--- config.mk ---
export PLATFORM = sky130hd
export DESIGN_NAME = extruder_move_sequencer
export DESIGN_NICKNAME = d
export VERILOG_FILES = /design/src/rtl/extruder_seq_pkg.sv /design/src/rtl/extruder_cmd_fifo.sv /design/src/rtl/extruder_move_sequencer.sv
export SDC_FILE = /design/constraint.sdc
export NUM_CORES = 1
export LEC_CHECK = 0
export BUFFER_PORTS_ARGS = -buffer_cell sky130_fd_sc_hd__buf_4
export CORE_UTILIZATION = 52
export DETAILED_ROUTE_END_ITERATION = 7
export PLACE_DENSITY_LB_ADDON = 0.05
export SLEW_MARGIN = 40
export SYNTH_ARGS = -nofsm -noshare
export SYNTH_HDL_FRONTEND = slang
export SYNTH_SLANG_ARGS = --single-unit
--- constraint.sdc ---
create_clock -name clk -period 3 [get_ports clk]
set_clock_uncertainty 0.15 [all_clocks]
set_input_delay 0.15 -clock clk [delete_from_list [all_inputs] [get_ports clk]]
set_output_delay 0.15 -clock clk [all_outputs]
set_load 0.03 [all_outputs]
--- src/rtl/extruder_seq_pkg.sv ---
// Shared types and constants for the extruder move sequencer.
// Holds the FSM encoding, the queued command bundle and null-move detection.
package extruder_seq_pkg;

  localparam int STEP_W  = 32;
  localparam int SPEED_W = 32;
  localparam int CNT_W   = 16;

  localparam logic [STEP_W-1:0] NULL_MASK = 32'h7FFF_FFFF;

  typedef enum logic [1:0] {
    IDLE,
    ARM,
    RUN,
    RELEASE
  } seq_state_t;

  typedef struct packed {
    logic [SPEED_W-1:0] speed;
    logic [STEP_W-1:0]  steps;
  } move_cmd_t;

  function automatic logic is_null(
    input logic [STEP_W-1:0] s
  );
    return (s & NULL_MASK) == '0;
  endfunction

endpackage

--- src/rtl/extruder_cmd_fifo.sv ---
// Synchronous command FIFO with flush; flush beats push and pop.
// Read data is the combinational head entry.
module extruder_cmd_fifo
  import extruder_seq_pkg::*;
#(
  parameter int DEPTH = 4
) (
  input  logic                     clk,
  input  logic                     rst,
  input  logic                     push,
  input  logic                     pop,
  input  logic                     flush,
  input  move_cmd_t                din,
  output move_cmd_t                dout,
  output logic                     full,
  output logic                     empty,
  output logic [$clog2(DEPTH):0]   level
);

  localparam int AW = $clog2(DEPTH);

  move_cmd_t     mem [DEPTH];
  logic [AW-1:0] wr_ptr;
  logic [AW-1:0] rd_ptr;
  logic          do_push;
  logic          do_pop;

  assign full    = level == (AW+1)'(DEPTH);
  assign empty   = level == '0;
  assign do_push = push && !full && !flush;
  assign do_pop  = pop && !empty && !flush;
  assign dout    = mem[rd_ptr];

  // pointers and occupancy
  always_ff @(posedge clk) begin
    if (rst || flush) begin
      wr_ptr <= '0;
      rd_ptr <= '0;
      level  <= '0;
    end else begin
      if (do_push) wr_ptr <= wr_ptr + 1'b1;
      if (do_pop)  rd_ptr <= rd_ptr + 1'b1;
      level <= level + (AW+1)'(do_push)
                     - (AW+1)'(do_pop);
    end
  end

  // entry storage
  always_ff @(posedge clk) begin
    if (do_push) mem[wr_ptr] <= din;
  end

endmodule

--- src/rtl/extruder_move_sequencer.sv ---
// Queues extrusion moves and hands them to the stepper driver one by one.
// Optional start timeout: define EXTRUDER_SEQ_TIMEOUT_EN.
module extruder_move_sequencer
  import extruder_seq_pkg::*;
#(
  parameter int FIFO_DEPTH    = 4,
  parameter int START_TIMEOUT = 16
) (
  input  logic                          clk,
  input  logic                          rst,
  input  logic                          cmd_valid,
  output logic                          cmd_ready,
  input  logic [STEP_W-1:0]             cmd_steps,
  input  logic [SPEED_W-1:0]            cmd_speed,
  input  logic                          abort,
  output logic [STEP_W-1:0]             stepper_step_in,
  output logic [SPEED_W-1:0]            stepper_speed,
  output logic                          start_driving,
  input  logic                          stepper_driving,
  output logic                          busy,
  output logic [$clog2(FIFO_DEPTH):0]   fifo_level,
  output logic [CNT_W-1:0]              moves_done,
  output logic                          error
);

  seq_state_t state;
  seq_state_t state_nx;
  move_cmd_t  in_cmd;
  move_cmd_t  head;
  logic       full;
  logic       empty;
  logic       push;
  logic       pop;
  logic       load;
  logic       count;
  logic       start_nx;
  logic       to_hit;

  assign cmd_ready = !full && !abort;
  assign push      = cmd_valid && cmd_ready;
  assign in_cmd    = '{speed: cmd_speed, steps: cmd_steps};
  assign busy      = (state != IDLE) || !empty;

  extruder_cmd_fifo #(
    .DEPTH (FIFO_DEPTH)
  ) u_fifo (
    .clk   (clk),
    .rst   (rst),
    .push  (push),
    .pop   (pop),
    .flush (abort),
    .din   (in_cmd),
    .dout  (head),
    .full  (full),
    .empty (empty),
    .level (fifo_level)
  );

`ifdef EXTRUDER_SEQ_TIMEOUT_EN
  localparam int TW = $clog2(START_TIMEOUT) + 1;

  logic [TW-1:0] arm_cnt;
  logic          err_q;

  assign to_hit = arm_cnt == TW'(START_TIMEOUT - 1);
  assign error  = err_q;

  // ARM wait counter and sticky timeout flag
  always_ff @(posedge clk) begin
    if (rst) begin
      arm_cnt <= '0;
      err_q   <= 1'b0;
    end else begin
      if (state == ARM && state_nx == ARM)
        arm_cnt <= arm_cnt + 1'b1;
      else
        arm_cnt <= '0;
      if (state == ARM && to_hit &&
          !abort && !stepper_driving)
        err_q <= 1'b1;
    end
  end
`else
  assign to_hit = 1'b0;
  assign error  = 1'b0;
`endif

  // next state, pop/load/count strobes
  always_comb begin
    state_nx = state;
    pop      = 1'b0;
    load     = 1'b0;
    count    = 1'b0;
    unique case (state)
      IDLE: begin
        if (!abort && !empty) begin
          pop = 1'b1;
          if (!is_null(head.steps)) begin
            load     = 1'b1;
            state_nx = ARM;
          end
        end
      end
      ARM: begin
        if (abort)                state_nx = RELEASE;
        else if (stepper_driving) state_nx = RUN;
        else if (to_hit)          state_nx = RELEASE;
      end
      RUN: begin
        if (abort) begin
          state_nx = RELEASE;
        end else if (!stepper_driving) begin
          state_nx = RELEASE;
          count    = 1'b1;
        end
      end
      RELEASE: begin
        if (!stepper_driving) state_nx = IDLE;
      end
      default: state_nx = IDLE;
    endcase
    start_nx = (state == ARM || state == RUN) &&
               (state_nx == ARM || state_nx == RUN);
  end

  // state register and handshake output
  always_ff @(posedge clk) begin
    if (rst) begin
      state         <= IDLE;
      start_driving <= 1'b0;
    end else begin
      state         <= state_nx;
      start_driving <= start_nx;
    end
  end

  // move parameters and completion counter
  always_ff @(posedge clk) begin
    if (rst) begin
      stepper_step_in <= '0;
      stepper_speed   <= '0;
      moves_done      <= '0;
    end else begin
      if (count) moves_done <= moves_done + 1'b1;
      if (load) begin
        stepper_step_in <= head.steps;
        stepper_speed   <= (head.speed == '0) ?
                           SPEED_W'(1) : head.speed;
      end
    end
  end

endmodule

Word-level counts from Yosys, hierarchy flattened
Memories as Yosys holds them, arrays and structs flattened. A register that Yosys moved wholly into a read port is not among the register bits.
Cells that the tools add are included.
{ "op_classes": {"addsub": 5, "n_eq_ne": 6, "muxes": 21, "n_reduce_logical": 20} }
{ "op_table": {"columns": ["operator", "n"], "rows": [
  ["logical NOT 32 bit", 2],
  ["2-to-1 mux 32 bit", 1],
  ["2-to-1 mux 2 bit", 9],
  ["adder 16 x 1 -> 16 bit (second input constant)", 1],
  ["2-to-1 mux 1 bit", 10],
  ["logical AND 1 bit", 8],
  ["case mux 2 bit (4 select lines)", 1],
  ["== test 2 bit (second input constant)", 3],
  ["adder 2 x 1 -> 2 bit (second input constant)", 2],
  ["== test 2 x 1 -> 1 bit (second input constant)", 2],
  ["logical OR 1 bit", 4],
  ["adder 3 x 1 -> 3 bit", 1],
  ["== test 3 bit (second input constant)", 1],
  ["logical NOT 1 bit", 3],
  ["logical NOT 3 bit", 1],
  ["subtractor 3 x 1 -> 3 bit", 1],
  ["logical NOT 2 bit", 1],
  ["nonzero test 2 bit", 1]
]} }
{ "totals": {"reg_bits": 90, "mem_bits_rw": 256, "inputBits": 69, "out_inout_bits": 87, "wordCells": 61, "n_memories": 1} }
{ "memory_table": {"columns": ["memory", "words", "word_bits", "read_ports", "rd_clocked_by_memory_dff", "write_ports", "line_no", "text"], "rows": [
  ["u_fifo.mem", 4, 64, 1, 1, 1, "extruder_cmd_fifo.sv:22", "move_cmd_t mem [DEPTH];"]
]} }

Logic depth before layout (Yosys ltp)
Gate-level depths: netlist of run 1.
{ "depth": {"depth_word": 9, "mapped_depth": 11, "depth_no_buf": 11} }

Modules after synthesis
A second synthesis of run 1 with hierarchy kept.
{ "unflattened": {"cells_unflattened": 736, "area_unflattened_um2": 13203.9} }
{ "by_module_without_submodules": {"columns": ["mod", "instances", "cells_per_inst", "area_each_um2", "seq_area_each_um2"], "rows": [
  ["extruder_cmd_fifo", 1, 385, 9726.8, 7867.5],
  ["extruder_move_sequencer", 1, 351, 3477.1, 1661.6]
]} }

Least setup slack after synthesis of run 1
OpenSTA, ideal clock, no wires.
{ "synth_timing": {"kind": "reg-to-reg", "from": "register u_fifo.level[1]", "to": "memory u_fifo.mem[1][0] in the netlist's numbering (enable)", "setup_ps": 429, "t_arrival_ps": 2989, "t_required_ps": 2421, "setup_slack_ps": -569, "stages_incl_launch_ff": 4, "n_path_buf": 0, "period_less_slack_ps": 3569, "path_cell_list": "dfxtp_1 > nor2_1 > a21oi_1 > and3_1"} }
{ "synth_between": {"elab_chain_len": 8} }
{ "synth_lines": {"columns": ["element", "line_no", "text"], "rows": [
  ["start: declaration", "extruder_cmd_fifo.sv:17", "output logic [$clog2(DEPTH):0] level"],
  ["start signal: assignment", "extruder_cmd_fifo.sv:43", "level <= level + (AW+1)'(do_push)"],
  ["== test 3 bit", "extruder_cmd_fifo.sv:28", "assign full = level == (AW+1)'(DEPTH);"],
  ["logical NOT 1 bit", "extruder_move_sequencer.sv:39", "assign cmd_ready = !full && !abort;"],
  ["logical AND 1 bit", "extruder_move_sequencer.sv:39", null],
  ["net cmd_ready", "extruder_move_sequencer.sv:12", "output logic cmd_ready,"],
  ["logical AND 1 bit", "extruder_move_sequencer.sv:40", "assign push = cmd_valid && cmd_ready;"],
  ["logical AND 1 bit (2 in series)", "extruder_cmd_fifo.sv:30", "assign do_push = push && !full && !flush;"],
  ["2-to-1 mux 1 bit", "extruder_cmd_fifo.sv:50", "if (do_push) mem[wr_ptr] <= din;"],
  ["2-to-1 mux 1 bit (not written as such)", "extruder_cmd_fifo.sv:50", null],
  ["end: declaration", "extruder_cmd_fifo.sv:22", null]
]} }
The timed path passes the listed nets, and every way through them passes these cells.

==> flow_summary.toml, run 1 <==
[global_routing]
grtUsageTotal = 0.214
grt_start_max_net_pins = 68
antenna_found_initial = 0
first_global_vias = 7803
grt_remaining_overflow = 0
grt_pass1_wl_mm = 42.6

[timing]
rsz0062_at_grt = "no"
relSlewSlack = 0.588
worst_pin_slew_ps = 618
hold_slack_ps = 35.1
fmax_mhz = 355
finalSetupViolations = 0
finalHoldViolCount = 0
tns_ps = 0
fin_crit_ps = 2810
slew_violations = 0
finalCritPeriodShare = 0.938

[worst_setup_path]
cp.required_ps = 3270
timing.critical_path.mode_cell = "buf_12"
worst_path_max_delay_cell = "mux4_2"
startpoint_type = "register"
critical_path_class = "reg2reg"
worstPathArrival_ps = 3090
slowest_delay_ps = 580
crit_fanout = 32
crit_chain = "buf_12 > mux4_2 > nor4_1 > nand4_1 > buf_4 > o21ai_4 > buf_12 > mux2i_1"
worstRegToRegCells = 8
worstSetupEndpointType = "register"

[layout]
finalNetCount = 1121
seq_area_um2 = 9530
multi_input_area_um2 = 3520
area_growth_pct = 25.5
num-fill-cells = 1775
fin_util = 0.665
drive_gt1_frac = 0.286
fin_area_um2 = 16700

[hold_path]
whs_path_depth = 5
hold_path.class = "in2reg"

[drt]
routedWlPerCell_um = 19.7
drtIter0Drc = 455
final_antenna_net_count = 0
drtPass1Iterations = 5
vias = 7568
via_per_inst = 5.41
drc = 0
wirelength_mm = 27.5

[placement]
port_buffers = 154
dp_hpwl_mm = 17.4
place_congestion = 0.755
place_area_um2 = 14900

[synth]
synth-seq-cells = 348
yosysSeqAreaShare = 0.716
synth_warnings = 0
synth.avg_cell_area_um2 = 16.7
syn_nets = 880
netlist_instances = 798
synth_area_um2 = 13300
synthDistinctLibCells = 40

[clock_tree]
clk_latency_ps = 510
cts-root-buf = "clkbuf_16"
htreeDepth = 2
ctsLongestPathBuffers = 3
post_cts_buffers = 0
path_clk_slew_ps = 60
numCtsBuffers = 36
cts_tree = "done"
cts_sinks = 348

[floorplan]
initial_core_util = 0.530
fp-row-count = 58
io_pins = 156
dieArea_um2 = 26200
fp.dieH_um = 162
die_w_um = 162
core_area_um2 = 25100

[status]
outcome = "completed"

[pwr]
report.power.total_mw = 10.7
vdd.ir_drop.worst_mv = 0.515
p_per_area_nw_per_um2 = 640
power_leakage_nw = 6.04

[flow_run]
cap_violations = 0
-- per-stage QoR --
stage,instances,worst slack (ps)
after CTS,1397,38.8
after global placement,1265,38.2
final,1398,186
after detailed placement,1265,54.7
after global routing,1397,49.6
after floorplan,798,126
-- timing repair --
action	CTS	global route
resized for setup	0	2
hold endpoints to repair	284	0
endpoints found under the setup margin	0	1
hold buffers	66	0
-- where the power goes --
part	total, mW	switching (mW)	internal (mW)	leakage [nW]
clock network	4.10	1.74	2.36	0.535
registers	5.41	0.0835	5.32	3.07
logic	1.20	0.663	0.532	2.44
-- final cells by class --
| type | count | share of cell area |
|---|---|---|
| Multi-Input combinational cell | 396 | 0.211 |
| Clock buffer | 45 | 0.0572 |
| Clock inverter | 21 | 0.00801 |
| Timing Repair Buffer | 244 | 0.126 |
| Inverter | 13 | 0.00307 |
| Antenna cell | 1 | 0.000150 |
| Sequential cell | 348 | 0.571 |
| Tap cell | 330 | 0.0247 |
-- layer usage --
metal / wire length (um) / track usage / part of all wire / vias to the layer above
li1: - / - / - / 3505
met1: 12700 / 0.304 / 0.46 / 3841
met2: 13100 / 0.344 / 0.48 / 183
met3: 1230 / 0.0368 / 0.045 / 39
met4: 503 / 0.0596 / 0.018 / 0
met5: 0 / 0 / 0 / -
-- critical path, delay by kind of cell, from the launching register on --
family                 cells  cell delay, ps
and+or+nand+nor            2             510
DFF                        1             370
buffers and inverters      3             650
muxes                      2             830
AOI/OAI and AO/OA          1             150
-- cell usage in the layout, fill, tap and decap left out, drive strengths merged, types with 2 or more instances in the layout --
master         n
dfxtp         92
nand3          4
ha            12
clkinv        16
nor3b          2
and3           6
nor3           4
nand4          8
and2           2
inv           15
o22ai          2
clkbuf        45
edfxtp       256
mux4          64
o21ai          4
dlygate4sd3   66
nor4          19
or2            2
mux2i         65
or3            4
clkinvlp       2
xor2           7
a21oi          6
buf          178
xnor2         11
nor2          27
o21a           3
nand2        133
-- final timing paths --
kind                                             to  slack, ps                start
worst min register to register  stepper_step_in[24]        310  stepper_step_in[24]
worst max-delay path              stepper_speed[16]        190             register
worst max register to register    stepper_speed[16]        190             register
worst min-delay path                  moves_done[0]         40      stepper_driving
-- cells by family (layout without fill, tap and decap cells) --
logic type,Yosys count,count (layout),synth area share
multiplexers,129,129,0.157
flip-flops,348,348,0.716
buffers and inverters,54,323,0.0215
adder cells (fa/ha/maj),13,13,0.0128
XOR/XNOR,18,18,0.0118
other,1,2,0.000282
AND/OR/NAND/NOR,214,214,0.0701
AO/OA/AOI/OAI,21,21,0.0104
-- synth_stat cells --
cell type / instances / share of area
edfxtp_1: 256 / 0.58
nand2_1: 133 / 0.038
dfxtp_1: 92 / 0.14
mux2i_1: 65 / 0.049
mux4_2: 64 / 0.11
nor2_1: 27 / 0.0076
clkbuf_1: 26 / 0.0073
nor4_1: 19 / 0.0089
inv_1: 13 / 0.0037
ha_1: 12 / 0.011
xnor2_1: 11 / 0.0072
buf_6: 10 / 0.0085
nand4_1: 8 / 0.0038
xor2_1: 7 / 0.0046
a21oi_1: 6 / 0.0023
and3_1: 6 / 0.0028
buf_2: 4 / 0.0015
nand3_1: 4 / 0.0015
nor3_1: 4 / 0.0015
or3_1: 4 / 0.0019
o21a_1: 3 / 0.0017
o21ai_0: 3 / 0.0011
and2_1: 2 / 0.00094
nor3b_1: 2 / 0.0011
o22ai_1: 2 / 0.00094
a221oi_1: 1 / 0.00066
a22oi_1: 1 / 0.00056
a41o_1: 1 / 0.00075
and4_1: 1 / 0.00066
buf_4: 1 / 0.00056
conb_1: 1 / 0.00028
fa_1: 1 / 0.0015
nand2b_1: 1 / 0.00047
nor2b_1: 1 / 0.00047
o211ai_1: 1 / 0.00056
o21ai_2: 1 / 0.00066
o21bai_1: 1 / 0.00056
o41ai_1: 1 / 0.00066
or2_0: 1 / 0.00047
or2_2: 1 / 0.00047
-- registers in the layout (all words and copies together), names as in the netlist, named ones only --
name             cells
stepper_step_in     32
state                2
moves_done          16
u_fifo.mem         256
u_fifo.rd_ptr        2
stepper_speed       32
start_driving        1
u_fifo.wr_ptr        2
u_fifo.level         3
No activity file was read; power rests on OpenSTA's default activity.
==> inputs of run 2 (changes only) <==
==> constraint.sdc (replaced) <==
create_clock -name clk -period 3 [get_ports clk]
set_clock_uncertainty 0.15 [all_clocks]
set_input_delay 0.15 -clock clk [delete_from_list [all_inputs] [get_ports clk]]
set_output_delay 0.15 -clock clk [all_outputs]
set_load 0.05 [all_outputs]
==> run 2 against run 1 <==
Net effect:
- sequential share of layout area fell by 1.3 points
- highest routed layer is now met5
- fmax fell by 1.6%
- global-route usage rose by 0.48 points
- sequential power barely moved
- largest cell class unchanged
- sequential cell count did not move
- worst hold slack got worse by 10 ps
- largest power group unchanged
==> flow_summary.toml, run 2 (same netlist as run 1, synthesis figures left out) <==
[drt]
via_per_inst = 5.52
drtIter0Drc = 506
final_antenna_net_count = 0
vias = 7790
routedWlPerCell_um = 20.4
drtPass1Iterations = 5
wirelength_mm = 28.8
drc = 0

[timing]
worst_pin_slew_ps = 560
fmax_mhz = 350
setup_slack_ps = 141
finalHoldViolCount = 0
rsz0062_at_grt = "no"
relSlewSlack = 0.626
tns_ps = 0
fin_crit_ps = 2860
slew_violations = 0
finalSetupViolations = 0
finalCritPeriodShare = 0.953

[worst_setup_path]
crit_fanout = 15
worst_path_max_delay_cell = "mux4_2"
worstPathArrival_ps = 3130
crit_path_end = "stepper_speed[27]"
cp.required_ps = 3270
slowest_delay_ps = 540
critical_path_class = "reg2reg"
rr_endpoint = "stepper_speed[27]"
startpoint_type = "register"
timing.critical_path.mode_cell = "buf_12"
crit_chain = "buf_12 > mux4_2 > nor4_1 > nand4_1 > buf_4 > o21ai_4 > buf_12 > buf_12 > mux2i_1"
rrSetupSlack_ps = 140
worstSetupEndpointType = "register"
worstRegToRegCells = 9

[layout]
regMostFlops = "u_fifo.mem"
area_growth_pct = 28.5
reg_top3 = "u_fifo.mem x256, stepper_speed x32, stepper_step_in x32"
num-fill-cells = 1731
finalNetCount = 1136
drive_gt1_frac = 0.300
seq_area_um2 = 9530
largest_reg_flops = 256
final_common_cell = "edfxtp_1"
fin_util = 0.681
multi_input_area_um2 = 3550
final_cell_mix = "edfxtp_1 (256), buf_4 (178), nand2_1 (133)"

[pwr]
p_sw_mw = 2.68
switching_share = 0.234
vdd.ir_drop.worst_mv = 0.450
p_seq_frac = 0.472
comb_power_share = 0.123
p_per_area_nw_per_um2 = 670
power_leakage_nw = 6.20
power.internal_mw = 8.77
clockPowerShare = 0.405

[hold_path]
hold_path.class = "in2reg"

[placement]
pre_cts_ws_ps = 66.0
place_congestion = 0.805
port_buffers = 154
dp_hpwl_mm = 18.5

[clock_tree]
cts_sinks = 348
ctsLongestPathBuffers = 3
cts-root-buf = "clkbuf_16"
htreeDepth = 2
path_clk_slew_ps = 60
clk_latency_ps = 510
cts_tree = "done"
numCtsBuffers = 36

[global_routing]
grt_pass1_wl_mm = 43.4
grt_remaining_overflow = 0
antenna_found_initial = 3
grt_start_max_net_pins = 66
first_global_vias = 7843
grtUsageTotal = 0.219

[floorplan]
core_area_um2 = 25100
io_pins = 156
fp-row-count = 58
dieArea_um2 = 26200
fp.dieH_um = 162
initial_core_util = 0.530
die_w_um = 162

[flow_run]
cap_violations = 0

[status]
outcome = "completed"
-- run 2: changes by cell type in the layout (fill, tap and decap cells not counted), sizes merged --
cell	delta
buf	+13
bufinv	+6
clkinv	-8
clkinvlp	+1
diode	+1
-- run 2: layout make-up --
cell class | instances | area share
diodes | 2 | 0.000293
flip-flops and latches | 348 | 0.558
well taps | 330 | 0.0241
repair buffers | 259 | 0.135
inverters | 13 | 0.00293
clock inverters | 20 | 0.0168
clock buffers | 43 | 0.0555
multi-input cells | 396 | 0.208
-- run 2: critical path: cells and delay by family (launching register included) --
kind                   cells  cell delay, ps
muxes                      2             770
buffers and inverters      4             670
and+or+nand+nor            2             590
DFF                        1             400
AOI/OAI and AO/OA          1             170
-- run 2: repair_timing --
action / 4_1_cts / 5_1_grt
setup endpoints to repair: 0 / 27
endpoints found under the hold margin: 283 / 0
resized for setup: 0 / 4
setup buffers: 0 / 8
hold buffers: 66 / 0
-- run 2: per-stage QoR --
step	power, mW	hold WS [ps]	instance area (um2)	std cells
2_1_floorplan	6.35	98.9	13300	798
3_3_place_gp	6.76	199	15000	1270
3_5_place_dp	6.80	202	15000	1270
4_1_cts	11.5	3.91	16900	1399
5_1_grt	11.8	23.9	17100	1410
6_report	11.5	25.2	17100	1411
-- run 2: routing by layer --
metal | global-route usage | vias to the layer above | part of all wire
met5 | 0 | - | 0.00035
met3 | 0.0429 | 33 | 0.059
met1 | 0.303 | 3974 | 0.44
li1 | - | 3538 | -
met2 | 0.363 | 243 | 0.49
met4 | 0.0455 | 2 | 0.011
-- run 2: power by group through the flow --
stage / logic (mW) / registers [mW] / clock network [mW]
floorplan: 0.594 / 5.76 / 0
global placement: 1.26 / 5.50 / 0
detailed placement: 1.29 / 5.51 / 0
CTS: 1.37 / 5.41 / 4.72
global route: 1.49 / 5.42 / 4.91
finish: 1.41 / 5.40 / 4.64
-- run 2: worst min path at each step --
stage / startpoint / endpoint / slack (ps) / cells after the start
CTS: stepper_driving / moves_done[0] / 4 / 5
detailed placement: cmd_steps[31] / u_fifo.mem[3][31] / 200 / 1
finish: stepper_driving / moves_done[0] / 30 / 5
floorplan: cmd_steps[0] / u_fifo.mem[0][0] / 100 / 0
global route: stepper_driving / moves_done[1] / 20 / 5
global placement: cmd_speed[7] / u_fifo.mem[0][39] / 200 / 1
